[src/rtl/pipelined_write_rx_pkg.sv]
// Shared types and default sizing for the pipelined write receiver.
package pipelined_write_rx_pkg;

    // Default data-cycle width and maximum beats per write
    localparam int PWR_DEF_WR_WIDTH      = 8;
    localparam int PWR_DEF_MAX_WR_CYCLES = 4;

    // How completion is reported for a write
    typedef enum logic [1:0] {
        WT_STD          = 2'd0,
        WT_MULTI_WDONE  = 2'd1,
        WT_SINGLE_WDONE = 2'd2
    } write_type_e;

    // Qualifier carried with every data cycle
    typedef enum logic [1:0] {
        CT_IDLE  = 2'd0,
        CT_VALID = 2'd1,
        CT_DONE  = 2'd2
    } cycle_type_e;

endpackage

[src/rtl/pipelined_write_rx.sv]
// Pipelined write receiver: a command cycle announces a write of up to
// MAX_WR_CYCLES data beats; the beats are assembled into one wide word
// which is then held on out_* until the consumer accepts it.
// Optional feature: define PIPELINED_WRITE_RX_ERR_CNT_EN to build a
// saturating 16-bit protocol-error counter on err_cnt (tied to 0 otherwise).
module pipelined_write_rx
    import pipelined_write_rx_pkg::*;
#(
    parameter int WR_WIDTH      = PWR_DEF_WR_WIDTH,
    parameter int MAX_WR_CYCLES = PWR_DEF_MAX_WR_CYCLES,
    parameter int CNT_W         = $clog2(MAX_WR_CYCLES)
) (
    input  logic                              clk,
    input  logic                              rst_n,
    input  logic                              in_cmd_val,
    input  logic [CNT_W-1:0]                  in_num_cycles,
    input  logic [1:0]                        in_write_type,
    input  logic [1:0]                        in_cycle_type,
    input  logic [WR_WIDTH-1:0]               in_dat,
    output logic                              in_rdy,
    output logic                              out_vld,
    input  logic                              out_rdy,
    output logic [MAX_WR_CYCLES*WR_WIDTH-1:0] out_dat,
    output logic [CNT_W:0]                    out_num_beats,
    output logic [1:0]                        out_write_type,
    output logic                              wdone,
    output logic                              err,
    output logic [15:0]                       err_cnt
);

    typedef enum logic [1:0] {
        ST_IDLE = 2'd0,
        ST_DATA = 2'd1,
        ST_HOLD = 2'd2
    } state_e;

    localparam int             BUF_W   = MAX_WR_CYCLES * WR_WIDTH;
    localparam logic [CNT_W:0] MAX_CNT = (CNT_W+1)'(MAX_WR_CYCLES);

    state_e             state_q, state_d;
    logic [CNT_W:0]     need_q, need_d;     // beats expected for this write
    logic [CNT_W:0]     cnt_q, cnt_d;       // beats received so far (also slot index)
    logic [1:0]         wtype_q, wtype_d;
    logic [BUF_W-1:0]   buf_q, buf_d;       // assembly buffer, doubles as out_dat
    logic               err_q, err_d;
    logic               mwd_q, mwd_d;       // per-beat wdone, one cycle after the beat
    logic               start;              // a command is being accepted this cycle
    logic               beat;
    logic               is_done;

    assign beat    = (in_cycle_type == CT_VALID) || (in_cycle_type == CT_DONE);
    assign is_done = (in_cycle_type == CT_DONE);

    // Next-state, handshake and buffer update logic
    always_comb begin
        state_d = state_q;
        need_d  = need_q;
        cnt_d   = cnt_q;
        wtype_d = wtype_q;
        buf_d   = buf_q;
        err_d   = 1'b0;
        mwd_d   = 1'b0;
        start   = 1'b0;
        in_rdy  = 1'b0;

        case (state_q)
            ST_IDLE: begin
                in_rdy = 1'b1;
                if (in_cmd_val) begin
                    start = 1'b1;
                end
            end
            ST_DATA: begin
                in_rdy = 1'b1;
                if (in_cmd_val) begin
                    // A new command mid-write aborts the partial write
                    err_d = 1'b1;
                    start = 1'b1;
                end else if (beat) begin
                    buf_d[int'(cnt_q[CNT_W-1:0]) * WR_WIDTH +: WR_WIDTH] = in_dat;
                    cnt_d = cnt_q + 1'b1;
                    mwd_d = (wtype_q == WT_MULTI_WDONE);
                    // DONE before the count is reached, or the last counted
                    // beat not marked DONE, are both protocol errors
                    if (is_done != (cnt_d == need_q)) begin
                        err_d = 1'b1;
                    end
                    if (is_done || (cnt_d == need_q)) begin
                        state_d = ST_HOLD;
                    end
                end
            end
            ST_HOLD: begin
                if (out_rdy) begin
                    in_rdy = 1'b1;
                    if (in_cmd_val) begin
                        start = 1'b1;
                    end else begin
                        state_d = ST_IDLE;
                    end
                end
            end
            default: begin
                state_d = ST_IDLE;
            end
        endcase

        if (start) begin
            state_d = ST_DATA;
            need_d  = (in_num_cycles == '0) ? MAX_CNT : {1'b0, in_num_cycles};
            cnt_d   = '0;
            wtype_d = in_write_type;
            buf_d   = '0;
        end
    end

    // State and datapath registers
    always_ff @(posedge clk or negedge rst_n) begin
        if (!rst_n) begin
            state_q <= ST_IDLE;
            need_q  <= '0;
            cnt_q   <= '0;
            wtype_q <= WT_STD;
            buf_q   <= '0;
            err_q   <= 1'b0;
            mwd_q   <= 1'b0;
        end else begin
            state_q <= state_d;
            need_q  <= need_d;
            cnt_q   <= cnt_d;
            wtype_q <= wtype_d;
            buf_q   <= buf_d;
            err_q   <= err_d;
            mwd_q   <= mwd_d;
        end
    end

    assign out_vld        = (state_q == ST_HOLD);
    assign out_dat        = buf_q;
    assign out_num_beats  = cnt_q;
    assign out_write_type = wtype_q;
    assign err            = err_q;
    assign wdone          = mwd_q ||
                            (out_vld && out_rdy && (wtype_q == WT_SINGLE_WDONE));

`ifdef PIPELINED_WRITE_RX_ERR_CNT_EN
    logic [15:0] err_cnt_q, err_cnt_d;

    // Saturating count of error pulses, updated alongside err
    always_comb begin
        err_cnt_d = err_cnt_q;
        if (err_d && (err_cnt_q != 16'hFFFF)) begin
            err_cnt_d = err_cnt_q + 16'd1;
        end
    end

    // Error counter register
    always_ff @(posedge clk or negedge rst_n) begin
        if (!rst_n) begin
            err_cnt_q <= '0;
        end else begin
            err_cnt_q <= err_cnt_d;
        end
    end

    assign err_cnt = err_cnt_q;
`else
    assign err_cnt = '0;
`endif

endmodule
[config.mk]
export PLATFORM = sky130hd
export DESIGN_NAME = pipelined_write_rx
export DESIGN_NICKNAME = d
export VERILOG_FILES = /design/src/rtl/pipelined_write_rx_pkg.sv /design/src/rtl/pipelined_write_rx.sv
export SDC_FILE = /design/constraint.sdc
export NUM_CORES = 1
export LEC_CHECK = 0
export BUFFER_PORTS_ARGS = -buffer_cell sky130_fd_sc_hd__buf_2
export CAP_MARGIN = 20
export CORE_UTILIZATION = 25
export DETAILED_ROUTE_END_ITERATION = 16
export MAX_ROUTING_LAYER = met4
export PLACE_DENSITY = 0.54
export SLEW_MARGIN = 20
export SYNTH_ARGS = -nofsm -noshare
export SYNTH_HDL_FRONTEND = slang
export SYNTH_SLANG_ARGS = --single-unit
[constraint.sdc]
create_clock -name clk -period 7.3 [get_ports clk]
set_clock_uncertainty 0.2 [all_clocks]
set_input_delay 0.73 -clock clk [delete_from_list [all_inputs] [get_ports clk]]
set_output_delay 0.73 -clock clk [all_outputs]
set_load 0.02 [all_outputs]
==> results of run 1 <==
[power breakdown]
part	switching, mW	total (mW)	internal, mW
combinational	0.150	0.234	0.0841
sequential	0.0297	0.298	0.268
clock	0.0839	0.161	0.0770
[cell usage in the layout (no fill, tap or decap)]
| master | instances |
|---|---|
| a21boi_2 | 1 |
| a21oi_1 | 26 |
| a32o_1 | 8 |
| a41o_1 | 1 |
| buf_2 | 57 |
| buf_4 | 5 |
| clkbuf_1 | 1 |
| clkbuf_8 | 6 |
| clkinvlp_4 | 1 |
| conb_1 | 16 |
| dfrtp_1 | 44 |
| ha_1 | 7 |
| inv_1 | 7 |
| mux2_1 | 1 |
| mux2_2 | 4 |
| mux2i_1 | 1 |
| nand2_1 | 28 |
| nand2b_1 | 3 |
| nand3_1 | 24 |
| nand4bb_1 | 4 |
| nor2_1 | 4 |
| nor2b_1 | 1 |
| nor3b_1 | 1 |
| nor3b_2 | 3 |
| nor4_1 | 1 |
| nor4_4 | 1 |
| nor4bb_1 | 3 |
| o21a_1 | 1 |
| o21ai_0 | 1 |
| o21ai_2 | 1 |
| o31ai_1 | 1 |
| or3_1 | 2 |
| or3b_4 | 1 |
| xnor2_1 | 4 |
| xor2_1 | 1 |
[metrics by stage]
stage                     utilization, %  hold WS (ns)  power (mW)  instances  setup slack, ns
after floorplan                        -         0.234       0.476        232             4.64
after global placement              30.2         0.272       0.538        368             4.56
after detailed placement            30.2         0.276       0.540        368             4.51
after CTS                           31.3         0.288       0.702        376             4.64
after global routing                31.4         0.266       0.738        376             4.47
final                               31.4         0.221       0.693        376             4.65
[flip-flops by register name, indices dropped and copies added (netlist names)]
register,flops
err,1
mwd_q,1
need_q,3
out_dat,32
out_num_beats,3
out_write_type,2
state_q,2
[final cells by class]
| class | instances | share of cell area (%) |
|---|---|---|
| clock buffers | 7 | 3.28 |
| clock inverters | 1 | 0.285 |
| inverters | 7 | 0.999 |
| multi-input cells | 150 | 36.3 |
| flip-flops and latches | 44 | 41.9 |
| well taps | 105 | 5.00 |
| repair buffers | 62 | 12.3 |
[layer usage]
layer	share of wire [%]	track usage [%]	vias to the layer above
met5	0	-	-
met1	49	18.4	810
met3	5.8	2.53	2
met2	45	19.0	58
met4	0.42	3.36	0
li1	-	-	826
[cell usage after synthesis]
library cell and n:
or3_1 2, mux2_2 4, a21boi_1 1, nor4_4 1, nand2_1 28, clkbuf_1 3, or3b_4 1, a32o_1 8
nor3b_1 1, dfrtp_1 44, o21ai_0 1, a21oi_1 26, xor2_1 1, o21a_1 1, xnor2_1 4, nor4bb_1 3
buf_1 3, ha_1 7, o21ai_2 1, buf_2 8, nor2b_1 1, mux2i_1 1, o31ai_1 1, buf_4 17
nand4bb_1 4, mux2_1 1, nor3b_2 3, nor4_1 1, nand2b_1 3, inv_1 7, nor2_1 4, conb_1 1
nand3_1 24, a41o_1 1
[worst register-to-register path: cells and delay by family, from the launching register on]
kind                     cells  cell delay (ns)
XOR/XNOR                     1             0.19
AND/OR/NAND/NOR              2             0.73
adder cells (fa/ha/maj)      2             0.63
AO/OA/AOI/OAI                1             0.07
buffers and inverters        1             0.20
flip-flops                   1             0.55
[cells by family after synthesis]
group | synth area share, %
XOR/XNOR | 1.98
AND/OR/NAND/NOR | 19.7
other | 0.170
AO/OA/AOI/OAI | 11.6
multiplexers | 3.00
adder cells (fa/ha/maj) | 3.96
buffers and inverters | 9.79
flip-flops | 49.8
[worst max path at each step]
stage                                          to  slack, ns
final                      state_q[1]$_DFFE_PN0P_       4.65
after global routing       state_q[1]$_DFFE_PN0P_       4.47
after CTS                  state_q[1]$_DFFE_PN0P_       4.64
after detailed placement  out_dat[14]$_DFFE_PN0P_       4.51
after global placement    out_dat[11]$_DFFE_PN0P_       4.56
after floorplan            state_q[1]$_DFFE_PN0P_       4.64
==> run summary, run 1 <==
The logs give 0.377 GHz for the upper clock frequency limit and 0.739 for the final weighted congestion of routability-driven global placement. Counting buffers and inverters, the worst setup path is 7 cells deep. Final critical-path required period: 2.65 ns. The worst register-to-register path begins at out_num_beats[0]$_DFFE_PN0P_. The clock passes through at most 2 buffers. The flow ran to the end, and the final reports show no timing, DRC or antenna violations. The total of flip-flops plus latches after synthesis is 44. After global routing the overflow that remains totals 0. At the end of the flow, the number of nets in the layout was 295. The standard cell with the maximum stage delay on the critical path is dfrtp_1.

The number of fillers in the final layout was 881. The number of sinks driven by the clock tree is 44, and the area growth from synthesis to layout is 18.9%. The type of the worst min-delay path is input port to async pin. The Yosys step of the flow raised 0 warnings. For the insertion delay to the later sink of the worst-skew pair, the log shows 0.29 ns. The first detailed-routing pass took 4 iterations.

The first global-routing pass estimated 8.77 mm of wire. In this run the tightest slew margin relative to its limit is 62.7%. Of the synthesized area, sequential elements account for 49.8%. Summed over all failing endpoints, the final setup total negative slack is 0 ns. Power density over cell area: 264 nW/µm².

Clock-pin slew was measured on the worst setup and hold paths at 0.08 ns. The total standard cell area after synthesis is 2210 µm², and the required time at the worst-slack endpoint is 7.31 ns. Buffers placed on the I/O ports in this run total 58.

The tools report the count of final setup violators as 0. The fraction of final layout cells sized beyond drive strength 1 is 29.5%, and the proportion of netlist area held by the largest area contributor is 49.8%. The max-slew violation count is 0. In this run, post-CTS repair resized a total of 0 instances. Data arrives at the worst endpoint at 2.66 ns. The run gives 0 as the reported max-cap violation count. The worst register-to-register path has a setup slack of 4.65 ns. At the pin with the least slew margin, the transition time is 0.557 ns.

Entering global routing, the biggest net connects 45 pins. Die height: 96.1 µm. The highest fanout seen on the critical path came out at 9. The logs give 1696 for the vias after detailed routing and 0 for the post-CTS setup buffer count. On the worst path, the slowest cell contributes a delay of 0.55 ns. The tools report the area of the multi-input gates as 955 µm².

After floorplanning, the core was sized to cover 8380 µm². The nature of the critical path endpoint is a register. Summed over all instances, the cell type with the most area after synthesis is dfrtp_1. The buffering stage count on the worst path with inverters included came out at 1. In the final layout, flip-flops and latches occupy 1100 µm². The floorplan die area is 9230 µm². The total clock buffers created by CTS is 5.

Dividing the final minimum period by the clock period gives 36.3%. The tools report the final hold violation count as 0. After detailed routing, the average wire length per cell comes to 14.7 µm. For the number of global-route vias before repair, the log shows 1638. The critical path goes through inv_1 > ha_1 > xor2_1 > or3_1 > ha_1 > or3_1 > o31ai_1.

The detail route stage leaves a number of antenna-violating nets equal to 0. Hold repair after CTS inserted 0 buffers. The worst setup path is of the register to register kind. The number of antenna violations at the first check in global routing is 0, and the number of antenna diodes is 0.

Pin placement for this block handled 75 I/O pins. Number of DRC violations after detailed routing: 0. The logs give 1.27 nW for the leakage power figure and 217 for the cell count after synthesis. The post-synthesis cell type count is 34. By area the synthesized netlist is led by dfrtp_1, a21oi_1, buf_4. The path depth of the worst reg2reg path was 7. TritonCTS built the clock tree. For the level count of the clock H-tree, the log shows 2. After legalization and detailed placement, the total HPWL measured 3.92 mm. Launch point of the critical path: out_num_beats[0]$_DFFE_PN0P_.

The total wire length is 5.54 mm. The cell at the root of the clock tree is clkbuf_8. The highest ir drop seen on vdd is 99.4 µV, and the initial cell density of the core is 26.4%. The endpoint identified for the worst register-to-register timing path is state_q[1]$_DFFE_PN0P_. The post-place instance area was 2530 µm²; the number of cell rows was 33.

Ratio of routed vias to standard cells: 4.51. The die is 96.1 µm wide. Once layout is done, the placed cells without fillers occupy 2630 µm². The first routing iteration left 84 violations. The tools report the element type at the critical path start as a register. On the critical path the largest part of the delay comes from simple AND/OR/NAND/NOR gates. Setup repair after global routing left no endpoint under its margin. Global routing used 13.0% of the available tracks. After synthesis, the mean cell area works out to 10.2 µm².
No activity file was read; power rests on OpenSTA's default activity.
==> run 2: changes to the inputs <==
--- a/config.mk
+++ b/config.mk
@@ -10,7 +10,7 @@
 export CORE_UTILIZATION = 25
 export DETAILED_ROUTE_END_ITERATION = 16
 export MAX_ROUTING_LAYER = met4
-export PLACE_DENSITY = 0.54
+export PLACE_DENSITY = 0.55
 export SLEW_MARGIN = 20
 export SYNTH_ARGS = -nofsm -noshare
 export SYNTH_HDL_FRONTEND = slang
==> constraint.sdc (replaced) <==
create_clock -name clk -period 2.3 [get_ports clk]
set_clock_uncertainty 0.2 [all_clocks]
set_input_delay 0.23 -clock clk [delete_from_list [all_inputs] [get_ports clk]]
set_output_delay 0.23 -clock clk [all_outputs]
set_load 0.02 [all_outputs]
==> run 2 against run 1 <==
Sequential share of layout area down 2.2 points. Fmax up 22%. Non-clock buffer count up 11. Total power rose to 3.4 times the previous value. Wire length down 0.20%. Sequential cell count unchanged. Largest power group unchanged. Highest routed layer unchanged.
==> run summary, run 2 (synthesized netlist as in run 1, its figures left out) <==
The number of antenna violations at the first check in global routing was 0 (unchanged); the maximum clock insertion buffer count was 2 (unchanged). The logs give 0 (unchanged) for the number of antenna diodes and 0 (unchanged) for the total congestion overflow after global routing. The library cell used most frequently in the layout, excluding fill and tap cells, is buf_2.

The highest ir drop seen on vdd is 331 µV (+230%), and the final critical-path required period is 2.18 ns (-0.469 ns). The tools report the sum of negative setup slack as 0 ns (unchanged). The required time at the worst-slack endpoint was 2.30 ns (-5.01 ns); the clock-pin slew on the worst setup and hold paths was 0.09 ns (about the same).

The ratio of routed vias to standard cells was 4.50 (-0.26%). The tools report the reported max-cap violation count as 0 (unchanged). The worst setup path is captured at a register. The number of top-level design ports is 75 (unchanged). Fraction of final layout cells sized beyond drive strength 1: 31.6% (+2.0 points). The net count reported at finish is 306 (+3.7%), and the floorplan die area is 9230 µm² (unchanged). The power density over cell area came out at 852 nW/µm² (+220%). The arrival time of data at the critical path endpoint is 2.18 ns (-0.48 ns).

The class of the most critical setup path is register to register. The number of design-rule violations left by the first detailed-router iteration is 87 (+3.6%), and the depth of the worst hold-timing path is 3. The die height works out to 96.1 µm (unchanged). The logs give 0.811 (+9.7%) for the final weighted congestion of routability-driven global placement and 2 (unchanged) for the level count of the clock H-tree. The global-route usage over all layers was 13.4% (+0.38 points); the initial cell density of the core was 26.4% (unchanged). The insertion delay to the later sink of the worst-skew pair is 0.29 ns (about the same), and the number of sinks driven by the clock tree is 44 (unchanged). TritonCTS built the clock tree. For the pin count of the biggest net entering global routing, the log shows 28 (-38%).

Setup repair after global routing left no endpoint under its margin. The wire length per cell works out to 14.3 µm (-3.0%). The total power draw was 2.36 mW (+240%). The tools report the worst slew margin relative to its limit as 62.9% (+0.19 points). The post-route clock period utilization is 94.8% (+59 points), and the path depth of the worst reg2reg path is 7 (unchanged). The run gives 4 (unchanged) as the first-pass iteration count of the detailed router. The worst setup path is launched from a register. The actual slew at the worst max-slew pin was 0.554 ns (-0.00286 ns); the number of DRC violations after detailed routing was 0 (unchanged). The final hold violation count came out at 0 (unchanged). In the layout the commonest cells are buf_2, dfrtp_1, nand2_1.

The number of cell rows is 33 (unchanged). The count of final setup violators was 0 (unchanged); the flip-flop count of the largest register, all copies and words added was 32 (unchanged). The run gives 1.34 nW (+5.0%) as the leakage power figure. The upper clock frequency limit is 0.459 GHz (+22%). The half-perimeter wire length of the detailed placement result is 4.17 mm (+6.5%), and the area growth from synthesis to layout is 25.5%. The total clock buffers created by CTS is 5 (unchanged), and the final design utilization is 33.1% (+1.7 points).

The floorplan die width came out at 96.1 µm (unchanged). For the area of the multi-input gates, the log shows 970 µm² (+1.6%). The post-CTS setup buffer count came out at 0 (unchanged). The highest fanout seen on the critical path came out at 9 (unchanged). Type of the worst min-delay path: input port to register. For the footprint of the flip-flops and latches, the log shows 1100 µm² (+0.11%).

The run finished with clean final reports. The area of the core came out at 8380 µm² (unchanged). The total wire length was 5.53 mm (-0.20%); the remaining number of nets flagged by the antenna check after routing was 0 (unchanged). The number of I/O port buffers is 58 (unchanged), and the first-pass GRT wire length is 8.98 mm (+2.4%). For the max-slew violation count, the log shows 0 (unchanged).

The vias after detailed routing was 1741 (+2.7%); the number of global-route vias before repair was 1729 (+5.6%). The number of fillers in the final layout came out at 879 (-0.23%). The cell at the root of the clock tree is clkbuf_8.
## run 2: cell count changes in the layout (fill, tap and decap cells not counted)
cell,delta
buf_4,+3
ha_4,+1
ha_2,+1
clkbuf_1,-1
ha_1,-2
bufinv_16,+1
dlygate4sd3_1,+7
inv_1,-1
buf_2,+1
inv_6,+1
clkinv_4,+1
clkinvlp_4,-1
dfrtp_1,-1
dfrtp_2,+1
## run 2: stage by stage
step	cells	hold slack [ns]	area, µm²	setup WS [ns]
after floorplan	232	-0.266	2310	0.00331
after global placement	372	0.0227	2580	0.164
after detailed placement	372	0.0223	2580	0.143
after CTS	387	0.0167	2780	0.116
after global routing	387	0.0197	2780	0.0196
final	387	0.0281	2780	0.119
## run 2: what timing repair did
item | CTS | global route
endpoints found under the hold margin | 26 | 0
resized for setup | 0 | 0
endpoints found under the setup margin | 0 | 0
hold buffers | 7 | 0
## run 2: final timing paths
check	slack, ns	start	endpoint
setup / recovery	0.12	out_num_beats[0]$_DFFE_PN0P_	state_q[1]$_DFFE_PN0P_
min in group asynchronous	0.22	rst_n	out_write_type[1]$_DFFE_PN0N_
hold reg to reg	0.29	out_write_type[1]$_DFFE_PN0N_	mwd_q$_DFF_PN0_
max in group asynchronous	1.06	rst_n	out_dat[1]$_DFFE_PN0P_
hold / removal	0.03	in_dat[5]	out_dat[21]$_DFFE_PN0P_
setup reg to reg	0.12	out_num_beats[0]$_DFFE_PN0P_	state_q[1]$_DFFE_PN0P_
## run 2: layer usage
| layer | up-vias | global-route usage, % | share of wire (%) |
|---|---|---|---|
| met1 | 822 | 17.6 | 45 |
| met3 | 5 | 2.92 | 5.4 |
| li1 | 849 | - | - |
| met4 | 0 | 3.73 | 1.0 |
| met2 | 65 | 20.7 | 48 |
| met5 | - | - | 0 |
## run 2: report_power, final
group	switching (mW)	leakage [nW]	internal (mW)	total [mW]
combinational	0.482	0.680	0.304	0.786
sequential	0.0981	0.594	0.853	0.951
clock	0.272	0.0614	0.355	0.627
total	0.852	1.34	1.51	2.36
## run 2: critical path: stages, from the launching register on
cell and delay, ns:
dfrtp_2 0.51, inv_6 0.07, ha_4 0.27, xor2_1 0.15
or3_1 0.32, ha_2 0.19, or3_1 0.30, o31ai_1 0.07
## run 2: area by class of cell
| class | instances | share of cell area (%) |
|---|---|---|
| Multi-Input combinational cell | 150 | 34.9 |
| Clock inverter | 2 | 1.40 |
| Timing Repair Buffer | 73 | 15.1 |
| Clock buffer | 6 | 2.97 |
| Sequential cell | 44 | 39.7 |
| Tap cell | 105 | 4.73 |
| Inverter | 7 | 1.13 |
